[src/rtl/fifo_unpacker_if.sv]
// Handshake bundle between an upstream word FIFO, the unpacker and a downstream symbol sink.
// The unpacker takes the master view; the FIFO/sink environment takes the slave view.
interface fifo_unpacker_if #(
  parameter int WORD_WIDTH = 32,
  parameter int BYTE_WIDTH = 8
);
  logic                  fifo_empty;
  logic [WORD_WIDTH-1:0] fifo_rd_data;
  logic                  fifo_rd_en;
  logic [BYTE_WIDTH-1:0] out_data;
  logic                  out_valid;
  logic                  out_ready;
  logic                  out_last;

  modport master (
    input  fifo_empty, fifo_rd_data, out_ready,
    output fifo_rd_en, out_data, out_valid, out_last
  );

  modport slave (
    output fifo_empty, fifo_rd_data, out_ready,
    input  fifo_rd_en, out_data, out_valid, out_last
  );
endinterface

[src/rtl/fifo_unpacker.sv]
// Pops WORD_WIDTH words from a FIFO and streams them out as BYTE_WIDTH symbols,
// one lane per accepted transfer, with zero-bubble chaining of back-to-back words.
module fifo_unpacker #(
  parameter int WORD_WIDTH = 32,
  parameter int BYTE_WIDTH = 8,
  parameter bit LSB_FIRST  = 1'b1
) (
  input  logic                 clk,
  input  logic                 sync_reset_n,
  input  logic                 en,
  fifo_unpacker_if.master      bus,
  output logic                 busy,
  output logic [15:0]          word_count
);
  localparam int LANES  = WORD_WIDTH / BYTE_WIDTH;
  localparam int LANE_W = (LANES > 1) ? $clog2(LANES) : 1;
  localparam logic [LANE_W-1:0] LAST_LANE = LANE_W'(LANES - 1);

  typedef enum logic {EMPTY, SEND} state_t;

  state_t                state;
  logic [WORD_WIDTH-1:0] word_reg;
  logic [LANE_W-1:0]     lane;
  logic [LANE_W-1:0]     lane_next;
  logic [BYTE_WIDTH-1:0] out_data_q;
  logic                  out_last_q;
  logic                  xfer;
  logic                  at_last;
  logic                  pop;

  // Emission order is fixed here: transmit slot l maps to physical lane l or its mirror.
  function automatic logic [BYTE_WIDTH-1:0] pick(input logic [WORD_WIDTH-1:0] w,
                                                 input logic [LANE_W-1:0]     l);
    int idx;
    idx = LSB_FIRST ? int'(l) : (LANES - 1 - int'(l));
    return w[idx*BYTE_WIDTH +: BYTE_WIDTH];
  endfunction

  // NOTE: the pop strobe must be combinational so the FIFO head is captured on the
  // same edge it is popped; every term is fully specified, so no latch can form.
  always_comb begin
    xfer      = (state == SEND) && bus.out_ready;
    at_last   = (lane == LAST_LANE);
    lane_next = lane + LANE_W'(1);
    pop       = sync_reset_n && en && !bus.fifo_empty &&
                ((state == EMPTY) || (xfer && at_last));
  end

  assign bus.fifo_rd_en = pop;
  assign bus.out_data   = out_data_q;
  assign bus.out_last   = out_last_q;
  assign bus.out_valid  = (state == SEND);
  assign busy           = (state == SEND);

  // NOTE: all state uses non-blocking assignments so every register samples the
  // pre-edge values; the held word is reset too so nothing stale can leak out.
  always_ff @(posedge clk or negedge sync_reset_n) begin
    if (!sync_reset_n) begin
      state      <= EMPTY;
      word_reg   <= '0;
      lane       <= '0;
      out_data_q <= '0;
      out_last_q <= 1'b0;
      word_count <= '0;
    end else begin
      if (pop) word_count <= word_count + 16'd1;

      case (state)
        EMPTY: begin
          if (pop) begin
            state      <= SEND;
            word_reg   <= bus.fifo_rd_data;
            lane       <= '0;
            out_data_q <= pick(bus.fifo_rd_data, '0);
            out_last_q <= (LANES == 1);
          end
        end

        SEND: begin
          if (xfer) begin
            if (!at_last) begin
              lane       <= lane_next;
              out_data_q <= pick(word_reg, lane_next);
              out_last_q <= (lane_next == LAST_LANE);
            end else if (pop) begin
              // Chain straight into the next word without an idle cycle.
              word_reg   <= bus.fifo_rd_data;
              lane       <= '0;
              out_data_q <= pick(bus.fifo_rd_data, '0);
              out_last_q <= (LANES == 1);
            end else begin
              state      <= EMPTY;
              lane       <= '0;
              out_data_q <= '0;
              out_last_q <= 1'b0;
            end
          end
        end

        default: state <= EMPTY;
      endcase
    end
  end
endmodule

[src/flat_wrapper.sv]
// flat-port wrapper written by rule: the top's interface ports become plain ports
module fifo_unpacker_flat 
#(
  parameter int WORD_WIDTH = 32,
  parameter int BYTE_WIDTH = 8,
  parameter bit LSB_FIRST  = 1'b1
)
  (clk, sync_reset_n, en, busy, word_count, bus_fifo_empty, bus_fifo_rd_data, bus_out_ready, bus_fifo_rd_en, bus_out_data, bus_out_valid, bus_out_last);
  fifo_unpacker_if #(.WORD_WIDTH(WORD_WIDTH), .BYTE_WIDTH(BYTE_WIDTH)) bus_i ();
  input  logic clk;
  input  logic sync_reset_n;
  input  logic en;
  output logic busy;
  output logic [15:0] word_count;
  input wire logic [$bits(bus_i.fifo_empty)-1:0] bus_fifo_empty;
  input wire logic [$bits(bus_i.fifo_rd_data)-1:0] bus_fifo_rd_data;
  input wire logic [$bits(bus_i.out_ready)-1:0] bus_out_ready;
  output wire logic [$bits(bus_i.fifo_rd_en)-1:0] bus_fifo_rd_en;
  output wire logic [$bits(bus_i.out_data)-1:0] bus_out_data;
  output wire logic [$bits(bus_i.out_valid)-1:0] bus_out_valid;
  output wire logic [$bits(bus_i.out_last)-1:0] bus_out_last;
  assign bus_i.fifo_empty = bus_fifo_empty;
  assign bus_i.fifo_rd_data = bus_fifo_rd_data;
  assign bus_i.out_ready = bus_out_ready;
  assign bus_fifo_rd_en = bus_i.fifo_rd_en;
  assign bus_out_data = bus_i.out_data;
  assign bus_out_valid = bus_i.out_valid;
  assign bus_out_last = bus_i.out_last;
  fifo_unpacker #(.WORD_WIDTH(WORD_WIDTH), .BYTE_WIDTH(BYTE_WIDTH), .LSB_FIRST(LSB_FIRST)) u_core (.clk(clk), .sync_reset_n(sync_reset_n), .en(en), .bus(bus_i), .busy(busy), .word_count(word_count));
endmodule
[config.mk]
export PLATFORM = sky130hd
export DESIGN_NAME = fifo_unpacker_flat
export DESIGN_NICKNAME = d
export VERILOG_FILES = /design/src/rtl/fifo_unpacker_if.sv /design/src/rtl/fifo_unpacker.sv /design/src/flat_wrapper.sv
export SDC_FILE = /design/constraint.sdc
export NUM_CORES = 1
export LEC_CHECK = 0
export BUFFER_PORTS_ARGS = -buffer_cell sky130_fd_sc_hd__clkbuf_2
export CAP_MARGIN = 20
export CORE_UTILIZATION = 44
export CTS_BUF_LIST = sky130_fd_sc_hd__clkbuf_16
export DETAILED_ROUTE_END_ITERATION = 10
export MAX_ROUTING_LAYER = met4
export PLACE_DENSITY_LB_ADDON = 0.3
export SYNTH_ARGS = -nofsm -noshare
export SYNTH_HDL_FRONTEND = slang
export SYNTH_SLANG_ARGS = --single-unit
[constraint.sdc]
create_clock -name clk -period 5.8 [get_ports clk]
set_input_delay 0.87 -clock clk [delete_from_list [all_inputs] [get_ports clk]]
set_output_delay 0.87 -clock clk [all_outputs]
set_load 0.01 [all_outputs]
* After elaboration in Yosys (flattened, before gate mapping)
Index checks and enable logic that the tools add are counted.
** Storage, ports and cells
- Flip-flop bits (word level) :: 60
- Input port bits :: 37
- Output and inout bits :: 28
- Word-level logic and storage cells :: 45
** Cells by class
- Add/sub/neg operators :: 2
- Equality and inequality tests :: 5
- Shifts and indexed selects :: 1
- Multiplexer cells :: 21
- Bitwise logic cells :: 1
- Reductions and logical operators :: 9
** Operator list (count)
- 32-bit 2-to-1 mux :: 3
- 32-bit one-hot mux with 2 select lines :: 1
- 8-bit 2-to-1 mux :: 4
- 32-bit by 6-bit variable part select with 8-bit output :: 1
- 16-bit by 1-bit adder with 16-bit output (second input constant) :: 1
- 8-bit one-hot mux with 2 select lines :: 1
- 1-bit 2-to-1 mux :: 6
- 2-bit 2-to-1 mux :: 3
- 2-bit inequality test (second input constant) :: 3
- 1-bit logical AND :: 5
- 2-bit equality test (second input constant) :: 2
- 1-bit one-hot mux with 2 select lines :: 2
- 2-bit one-hot mux with 2 select lines :: 1
- 2-bit AND reduction :: 2
- 2-bit by 1-bit adder with 2-bit output (second input constant) :: 1
- 1-bit zero test :: 1
- 1-bit logical OR :: 1
- 1-bit NOT :: 1

* Depth between registers and ports, before layout
Gate-level depths: netlist (run 1).
- Depth in word-level cells :: 8
- Mapped depth :: 8
- Mapped depth without buffers :: 6

* Worst setup path after synthesis (run 1)
No wires, ideal clock.
- Kind :: input to output
- Start point :: input bus_out_ready
- End point :: output bus_fifo_rd_en
- Arrival time :: 1570 ps
- Data required time :: 4930 ps
- Setup slack :: 3360 ps
- Cell stages on the path :: 5
- Buffers on the path :: 3
- Cells stage by stage :: buf_2 -> a21boi_4 -> nor2_1 -> buf_4 -> buf_6
** On the way
- Longest elaborated chain between the ends :: 4
** RTL lines
- from (decl) :: line flat_wrapper.sv:17 : input wire logic [$bits(bus_i.out_ready)-1:0] bus_out_ready;
- 1-bit logical AND :: line fifo_unpacker.sv:42 : xfer = (state == SEND) && bus.out_ready;
- 1-bit logical AND :: line fifo_unpacker.sv:46 : ((state == EMPTY) || (xfer && at_last));
- 1-bit logical OR :: line fifo_unpacker.sv:46
- 1-bit logical AND :: line fifo_unpacker.sv:45 : pop = sync_reset_n && en && !bus.fifo_empty &&
- to (decl) :: line flat_wrapper.sv:18 : output wire logic [$bits(bus_i.fifo_rd_en)-1:0] bus_fifo_rd_en;
No other way between the ends.

* Worst setup path in the final report (run 1)
- Start point :: register u_core.lane[0]
- End point :: output bus_fifo_rd_en
** On the way
- Longest elaborated chain between the ends :: 4
** RTL lines
- from (decl) :: line fifo_unpacker.sv:23 : logic [LANE_W-1:0] lane;
- from (signal assigned) :: line fifo_unpacker.sv:82 : lane <= lane_next;
- 2-bit equality test :: line fifo_unpacker.sv:43 : at_last = (lane == LAST_LANE);
- 1-bit logical AND :: line fifo_unpacker.sv:46
- 1-bit logical OR :: line fifo_unpacker.sv:46
- 1-bit logical AND :: line fifo_unpacker.sv:45
No other way between the ends.

==> results of run 1 <==
## kinds of logic (layout without fill, tap and decap cells)
logic type | Yosys count | count (layout) | share of synthesized area
mux | 52 | 52 | 0.2013
buf+inv | 17 | 85 | 0.03445
xor+xnor | 15 | 15 | 0.04698
fa+ha+maj | 3 | 3 | 0.01342
compound gates | 28 | 28 | 0.07472
flops | 60 | 60 | 0.5369
simple gates | 48 | 48 | 0.09217
## cell usage in the layout (no fill, tap or decap), types with 2 or more instances in the layout
cell and count:
a311oi_1 8, and3_1 2, buf_4 2, bufinv_16 2
clkbuf_16 9, clkbuf_2 64, clkinv_2 3, dfrtp_1 60
ha_1 3, inv_1 4, mux2_2 34, mux2i_1 18
nand2_1 13, nand3_1 6, nand4_1 4, nor2_1 11
nor4_1 3, o22ai_1 16, o31ai_1 2, or2_2 2
xnor2_1 11, xor2_1 4
## power by group
group	switching [mW]	internal [mW]
sequential	0.111	0.585
clock	0.179	0.370
combinational	0.302	0.311
total	0.591	1.27
## worst reg2reg max path: stages, from the launching register on
cell      delay, ns
dfrtp_1        0.38
inv_1          0.09
ha_1           0.91
mux2i_1        0.39
o22ai_1        0.12
a311oi_1       0.24
nor2_1         0.08
## path summary, 6_finish.rpt
path / cells past startpoint / slack [ns] / start / endpoint
hold reg to reg: 1 / 0.47 / u_core.word_count[15]$_DFFE_PN0N_ / u_core.word_count[15]$_DFFE_PN0N_
max in group asynchronous: 2 / 4.52 / sync_reset_n / u_core.word_reg[13]$_DFFE_PN0P_
setup reg to reg: 6 / 3.48 / u_core.lane[0]$_DFFE_PN0P_ / u_core.bus.out_data[7]$_DFFE_PN0P_
hold / removal: 1 / 0.47 / u_core.word_count[15]$_DFFE_PN0N_ / u_core.word_count[15]$_DFFE_PN0N_
setup / recovery: 5 / 2.87 / u_core.lane[0]$_DFFE_PN0P_ / bus_fifo_rd_en
min in group asynchronous: 2 / 0.76 / sync_reset_n / u_core.word_reg[15]$_DFFE_PN0P_
## through the flow
step / instance area, sq um / power [mW] / worst slack (ns) / instances
2_1_floorplan: 2796 / 1.144 / 3.360 / 223
3_3_place_gp: 3148 / 1.298 / 2.893 / 350
3_5_place_dp: 3148 / 1.314 / 2.888 / 350
4_1_cts: 3456 / 1.871 / 2.847 / 366
5_1_grt: 3456 / 1.961 / 2.720 / 366
6_report: 3456 / 1.857 / 2.867 / 366
## cell type report
class                      count  share of cell area
multi-input combinational    146              0.3490
timing repair buffer          66             0.09703
tap                           75             0.02715
clock inverter                 7             0.02390
inverter                       3            0.003259
clock buffer                   9             0.06517
sequential                    60              0.4345
## per-layer routing
layer  vias up  wire [microns]  part of all wire
met5         -               0                 0
met4         0             114             0.019
met3        11             222             0.038
met2        50            2650              0.45
met1      1007            2921              0.49
li1        945               -                 -
==> flow_summary_export.csv, run 1 <==
group,metric,value,unit
status,status,"finished clean",
timing,rsz0062_at_grt,"false",
timing,tightest_slew,0.9377,ns
synthesis,ys_seq_area_frac,0.5369,
grt,grtUsageTotal,0.1982,
timing,fin_crit_sh,0.5057,
setup_path,path_cells,"ha_1, a21boi_4, nor2_4, buf_4, clkbuf_2",
setup_path,max_stage_delay,0.46,ns
grt,antenna_found_initial,0,
synthesis,synthesis.area,2796,sq um
clocking,holdBufCountCts,0,
timing,timing.fmax,0.3409,GHz
synthesis,yosysWarnings,0,
synthesis,synth_top_cells_by_count,"60 x dfrtp_1, 34 x mux2_2, 18 x mux2i_1",
timing,finalSetupViolations,0,
route,drt-total-wl,5.910,mm
synthesis,synth_cell_types,29,
setup_path,crit_fanout,39,
synthesis,yosysTopAreaCell,"dfrtp_1",
clocking,cts_resized,0,
synthesis,ys_ff_latch,60,
route,wl_per_cell,16.15,microns
synthesis,ys_async_sr_fraction,1.000,
route,drc,0,
die,die_h,81.72,microns
placed_design,dp_hpwl,4.020,mm
pwr,irDropWorstVdd,0.3139,mV
setup_path,critical_path.endpoint_type,"primary output",
placed_design,routabilityCongestion,0.7754,
clocking,cts_sinks,60,
grt,overflow,0,
die,die-area,6678,sq um
synthesis,synth-main-ff-cell,"dfrtp_1",
grt,first_global_vias,1863,
die,boundaryPins,65,
clocking,cts_max_path_buffers,2,
timing,skew,0.004897,ns
die,start_util,0.4641,
grt,use_met1,0.2720,
synthesis,yosysTopAreaCellShare,0.5369,
route,vias,2013,
setup_path,crit_buf_inv,2,
route,drt_iter0_markers,106,
synthesis,syn_inst,223,
timing,fin_crit,2.933,ns
clocking,numCtsBuffers,9,
synthesis,postSynthAreaPerCell,12.54,sq um
synthesis,synthTopCellsByArea,"dfrtp_1 54%, mux2_2 14%, mux2i_1 6.4%, o22ai_1 3.6%, xnor2_1 3.4%",
finish,final_util,0.5735,
route,final_antenna_net_count,0,
setup_path,crit_arrival,2.06,ns
die,placementRows,28,
setup_path,critPathKind,"reg -> out",
setup_path,crit_slowest_cell,"ha_1",
timing,hold_viol,0,
clocking,cts-root-buf,"clkbuf_16",
finish,syn2layout_area_growth,23.58,%
timing,setup-tns-final,0,ns
clocking,post_cts_buffers,0,
flow_run,maxCapViolations,0,
placed_design,portBuffers,64,
finish,fill_cells,532,
synthesis,synth-edff-count,0,
finish,final_layout_size_suffix_gt1_frac,0.4158,
finish,multi_input_area,1206,sq um
grt,grt_max_degree,63,
grt,busiest_layer,"met2",
timing,maxSlewHeadroom,0.3749,
worst_hold_path,hold_class,"reg -> reg",
route,viasPerCell,5.500,
synthesis,post-synth-top-count-cell,"dfrtp_1",
setup_path,critPathRequiredTime,4.93,ns
setup_path,critical_path.top_delay_family,"buffers and inverters",
finish,register_area,1501,sq um
synthesis,synthesis.nets,263,
finish,antennaDiodeCount,0,
die,fp.dieW,81.72,microns
timing,worst_hold_slack,0.4729,ns
grt,grt_pass1_wl,9.190,mm
die,design.core.area,6026,sq um
route,dr.pass1.iters,4,
setup_path,crit_path_start_kind,"flop",
clocking,clkTransAtPathRegs,0.05,ns
clocking,cts_tree,"yes",
timing,final_max_slew_viol_count,0,
finish,layout.nets,326,
grt,grt_use_met3,0.04000,
pwr,p_leak,1.649,nW
grt,met2_usage,0.2752,
clocking,h-tree-depth,3,
pwr,p_per_area,537.3,nW/um^2
finish,largest_reg_flops,32,
clocking,clock_latency,0.32,ns
No activity file was read; power rests on OpenSTA's default activity.
==> run 2: changes to the inputs <==
==> constraint.sdc (replaced) <==
create_clock -name clk -period 2.9 [get_ports clk]
set_input_delay 0.435 -clock clk [delete_from_list [all_inputs] [get_ports clk]]
set_output_delay 0.435 -clock clk [all_outputs]
set_load 0.01 [all_outputs]
==> run 2 against run 1 <==
Compared with the run above:
- clock skew rose by 0.00097 ns
- sequential power increased by 100%
- non-clock buffer count increased by 5
- first-iteration DRC count rose by 1.9%
- critical path depth unchanged
- count of clock-buffer cells in the layout stayed put
- wire length fell by 0.29%
- sequential cell count unchanged
- clock power is 110% higher
- critical endpoint unchanged
- cell count grew 1.4%
- global-route usage increased by 0.57 points
- worst setup slack worse by 2.2 ns
==> flow_summary_export.csv, run 2 (synthesis results as in run 1) <==
group,metric,value,unit
clocking,cts_sinks,60,
flow_run,maxCapViolations,0,
route,drt-total-wl,5.893,mm
setup_path,cp_common_cell,"clkbuf_2",
timing,setup_ws,0.6361,ns
finish,final_util,0.5841,
timing,tightest_slew,0.8172,ns
setup_path,max_stage_delay,0.52,ns
timing,fin_crit,2.264,ns
die,boundaryPins,65,
finish,finalNonFillerCells,371,
grt,first_global_vias,1976,
grt,grt_max_degree,57,
placed_design,dp_cells,354,
status,status,"finished clean",
clocking,cts_tree,"yes",
grt,grtUsageTotal,0.2039,
die,placementRows,28,
die,design.core.area,6026,sq um
setup_path,crit_path_start_kind,"input port",
clocking,cts_max_path_buffers,2,
finish,syn2layout_area_growth,25.86,%
setup_path,critical_path.top_delay_family,"buffers and inverters",
grt,overflow,0,
finish,final_cell_mix,"64 x clkbuf_2, 60 x dfrtp_1, 34 x mux2_2",
timing,skew,0.005869,ns
route,drt_iter0_markers,108,
clocking,clock_latency,0.32,ns
pwr,p_leak,1.681,nW
grt,antenna_found_initial,0,
clocking,post_cts_buffers,0,
placed_design,placed_area,3178,sq um
timing,finalSetupViolations,0,
pwr,p_per_area,1082,nW/um^2
clocking,clkTransAtPathRegs,0.05,ns
route,drc,0,
clocking,cts-root-buf,"clkbuf_16",
finish,antennaDiodeCount,0,
route,wl_per_cell,15.88,microns
timing,maxSlewHeadroom,0.4532,
setup_path,crit_fanout,10,
clocking,cts_resized,0,
route,dr.pass1.iters,4,
setup_path,crit_arrival,1.83,ns
finish,final_area,3520,sq um
clocking,h-tree-depth,3,
clocking,numCtsBuffers,9,
finish,final_layout_size_suffix_gt1_frac,0.4189,
die,start_util,0.4641,
route,vias,1999,
setup_path,critPathRequiredTime,2.47,ns
timing,timing.fmax,0.4417,GHz
pwr,irDropWorstVdd,0.5466,mV
finish,layout_commonest_cell,"clkbuf_2",
setup_path,critical_path.endpoint_type,"primary output",
route,viasPerCell,5.388,
timing,fin_crit_sh,0.7806,
placed_design,portBuffers,64,
setup_path,critPathKind,"in -> out",
placed_design,dp_hpwl,4.204,mm
setup_path,crit_buf_inv,3,
timing,setup-tns-final,0,ns
placed_design,routabilityCongestion,0.7859,
route,final_antenna_net_count,0,
setup_path,crit_slowest_cell,"dlygate4sd3_1",
clocking,holdBufCountCts,1,
die,die-area,6678,sq um
timing,rsz0062_at_grt,"false",
finish,layout.nets,331,
finish,largest_reg_flops,32,
die,die_h,81.72,microns
grt,grt_pass1_wl,9.715,mm
timing,hold_viol,0,
placed_design,pre_cts_slack,0.8523,ns
die,fp.dieW,81.72,microns
worst_hold_path,hold_class,"in -> reg",
timing,final_max_slew_viol_count,0,
setup_path,path_cells,"dlygate4sd3_1, clkbuf_2, nand3b_4, nor2_4, clkbuf_2",
## run 2: cell type report
class | instances | area [sq um]
Multi-Input combinational cell | 146 | 1206
Sequential cell | 60 | 1501
Clock buffer | 9 | 225.2
Clock inverter | 7 | 106.4
Inverter | 3 | 11.26
Fill cell | 533 | 2506
Timing Repair Buffer | 71 | 375.4
Tap cell | 75 | 93.84
## run 2: path summary, 6_finish.rpt
check | startpoint | end | slack [ns] | depth (start not counted)
worst max-delay path | sync_reset_n | bus_fifo_rd_en | 0.64 | 5
worst min-delay path | bus_fifo_rd_data[27] | u_core.word_reg[27]$_DFFE_PN0P_ | 0.34 | 2
worst max register to register | u_core.lane[0]$_DFFE_PN0P_ | u_core.bus.out_data[3]$_DFFE_PN0P_ | 0.83 | 7
worst min register to register | u_core.word_count[15]$_DFFE_PN0N_ | u_core.word_count[15]$_DFFE_PN0N_ | 0.47 | 1
max in group asynchronous | sync_reset_n | u_core.word_reg[20]$_DFFE_PN0P_ | 1.43 | 3
min in group asynchronous | sync_reset_n | u_core.word_count[12]$_DFFE_PN0N_ | 0.51 | 2
## run 2: stage by stage
stage	power (mW)	hold slack [ns]
2_1_floorplan	2.288	0.1394
3_3_place_gp	2.592	0.3091
3_5_place_dp	2.638	0.3153
4_1_cts	3.829	0.3417
5_1_grt	4.028	0.3453
6_report	3.808	0.3440
## run 2: layer usage
layer,part of all wire,track usage
met3,0.048,0.04111
met5,0,-
met1,0.47,0.2761
met2,0.46,0.2934
met4,0.019,0.09474
## run 2: report_power, final
group	switching [mW]	total, mW	leakage (nW)	internal (mW)
Clock	0.354	1.18	0.166	0.827
Combinational	0.605	1.24	0.769	0.634
Sequential	0.218	1.39	0.746	1.17
==> run 3: changes to the inputs <==
==> constraint.sdc (replaced) <==
create_clock -name clk -period 2.15 [get_ports clk]
set_input_delay 0.3225 -clock clk [delete_from_list [all_inputs] [get_ports clk]]
set_output_delay 0.3225 -clock clk [all_outputs]
set_load 0.01 [all_outputs]
==> run 3 against run 2 <==
Compared with the run above:
- first-iteration DRC count increased by 1.9%
- sequential cell count unchanged
- non-clock buffer count down 1
- register-to-register slack got worse by 0.54 ns
- total power rose by 36%
- critical endpoint unchanged
==> flow_summary_export.csv, run 3 (synthesis results as in run 1) <==
group,metric,value,unit
clocking,post_cts_buffers,0,
finish,finalNonFillerCells,370,
grt,grt_pass1_wl,9.963,mm
placed_design,placed_area,3183,sq um
status,status,"finished clean",
finish,largest_reg_flops,32,
placed_design,dp_hpwl,4.098,mm
setup_path,crit_slowest_cell,"dfrtp_1",
placed_design,portBuffers,64,
timing,worst_hold_slack,0.2291,ns
pwr,p_leak,1.676,nW
finish,final_cell_mix,"64 x clkbuf_2, 60 x dfrtp_1, 34 x mux2_2",
flow_run,maxCapViolations,0,
clocking,numCtsBuffers,9,
route,wl_per_cell,16.26,microns
finish,final_area,3527,sq um
die,die_h,81.72,microns
placed_design,dp_cells,353,
finish,antennaDiodeCount,0,
route,drt_iter0_markers,110,
timing,fin_crit_sh,0.9479,
grt,antenna_found_initial,0,
route,viasPerCell,5.386,
setup_path,crit_arrival,1.72,ns
finish,layout.nets,330,
finish,fill_cells,517,
grt,grt_max_degree,59,
pwr,power.total,5.188,mW
setup_path,path_cells,"ha_2, a21boi_4, nor2_4, buf_12, clkbuf_2",
placed_design,routabilityCongestion,0.8069,
setup_path,critical_path.endpoint_type,"primary output",
clocking,cts_tree,"yes",
grt,grtUsageTotal,0.2127,
timing,fin_crit,2.038,ns
clocking,clkTransAtPathRegs,0.05,ns
grt,overflow,0,
finish,syn2layout_area_growth,26.13,%
clocking,cts_sinks,60,
setup_path,critPathKind,"reg -> out",
clocking,clock_latency,0.32,ns
setup_path,critPathRequiredTime,1.83,ns
die,die-area,6678,sq um
timing,final_max_slew_viol_count,0,
die,boundaryPins,65,
finish,final_util,0.5853,
timing,timing.fmax,0.4907,GHz
die,placementRows,28,
worst_hold_path,hold_class,"in -> reg",
timing,maxSlewHeadroom,0.5085,
die,start_util,0.4641,
placed_design,pre_cts_slack,0.2983,ns
setup_path,critical_path.top_delay_family,"flip-flops",
timing,skew,0.004799,ns
route,vias,1993,
grt,first_global_vias,2005,
route,final_antenna_net_count,0,
pwr,p_per_area,1471,nW/um^2
timing,finalSetupViolations,0,
finish,layout_commonest_cell,"clkbuf_2",
die,design.core.area,6026,sq um
timing,tightest_slew,0.7345,ns
route,drt-total-wl,6.017,mm
setup_path,max_stage_delay,0.40,ns
clocking,cts-root-buf,"clkbuf_16",
finish,final_layout_size_suffix_gt1_frac,0.4203,
route,drc,0,
timing,rsz0062_at_grt,"false",
setup_path,crit_path_start_kind,"flop",
setup_path,crit_fanout,39,
timing,setup-tns-final,0,ns
pwr,irDropWorstVdd,0.7490,mV
timing,setup_ws,0.1120,ns
setup_path,crit_buf_inv,2,
clocking,cts_max_path_buffers,2,
clocking,h-tree-depth,3,
route,dr.pass1.iters,4,
timing,hold_viol,0,
die,fp.dieW,81.72,microns
## run 3: cell types whose count changed in the layout (fill, tap and decap cells not counted), sizes merged
cell / change
buf: -1
## run 3: worst reg2reg max path, cell delays in order, from the launching register on
cell and delay, ns:
dfrtp_1 0.40, inv_1 0.10, ha_1 0.30, buf_4 0.19, mux2i_1 0.25, o22ai_1 0.12
a311oi_1 0.30, nor2_1 0.09
## run 3: per-layer routing
| layer | wire (microns) | vias to the layer above | track usage |
|---|---|---|---|
| met5 | 0 | - | - |
| met4 | 116 | 0 | 0.1053 |
| met3 | 268 | 9 | 0.05222 |
| met2 | 2811 | 53 | 0.3017 |
| met1 | 2820 | 987 | 0.2832 |
| li1 | - | 944 | - |
## run 3: layout make-up
class                           instances  area (sq um)  share of cell area
Sequential cell                        60          1501              0.4257
Multi-Input combinational cell        146          1209              0.3427
Timing Repair Buffer                   70         380.4              0.1078
Clock buffer                            9         225.2             0.06385
Clock inverter                          7         106.4             0.03015
Tap cell                               75         93.84             0.02661
Inverter                                3         11.26            0.003193
## run 3: final timing paths
path | end | depth (start not counted) | from | slack [ns]
worst max-delay path | bus_fifo_rd_en | 5 | u_core.lane[0]$_DFFE_PN0P_ | 0.11
min in group asynchronous | u_core.word_count[6]$_DFFE_PN0N_ | 2 | sync_reset_n | 0.31
worst min-delay path | u_core.word_reg[19]$_DFFE_PN0P_ | 2 | bus_fifo_rd_data[19] | 0.23
worst min register to register | u_core.word_count[15]$_DFFE_PN0N_ | 1 | u_core.word_count[15]$_DFFE_PN0N_ | 0.47
worst max register to register | u_core.bus.out_data[5]$_DFFE_PN0P_ | 7 | u_core.lane[0]$_DFFE_PN0P_ | 0.29
max in group asynchronous | u_core.bus.out_data[4]$_DFFE_PN0P_ | 2 | sync_reset_n | 1.37
## run 3: repair_timing
| action | CTS | global route |
|---|---|---|
| setup endpoints to repair | 1 | 0 |
| gates resized for setup | 1 | 0 |
| endpoints found under the hold margin | 2 | 0 |
| hold buffers | 1 | 0 |
## run 3: report_power, final
| group | leakage (nW) | internal, mW | switching (mW) | total [mW] |
|---|---|---|---|---|
| clock | 0.166 | 1.12 | 0.484 | 1.60 |
| sequential | 0.746 | 1.58 | 0.297 | 1.87 |
| combinational | 0.763 | 0.871 | 0.843 | 1.71 |
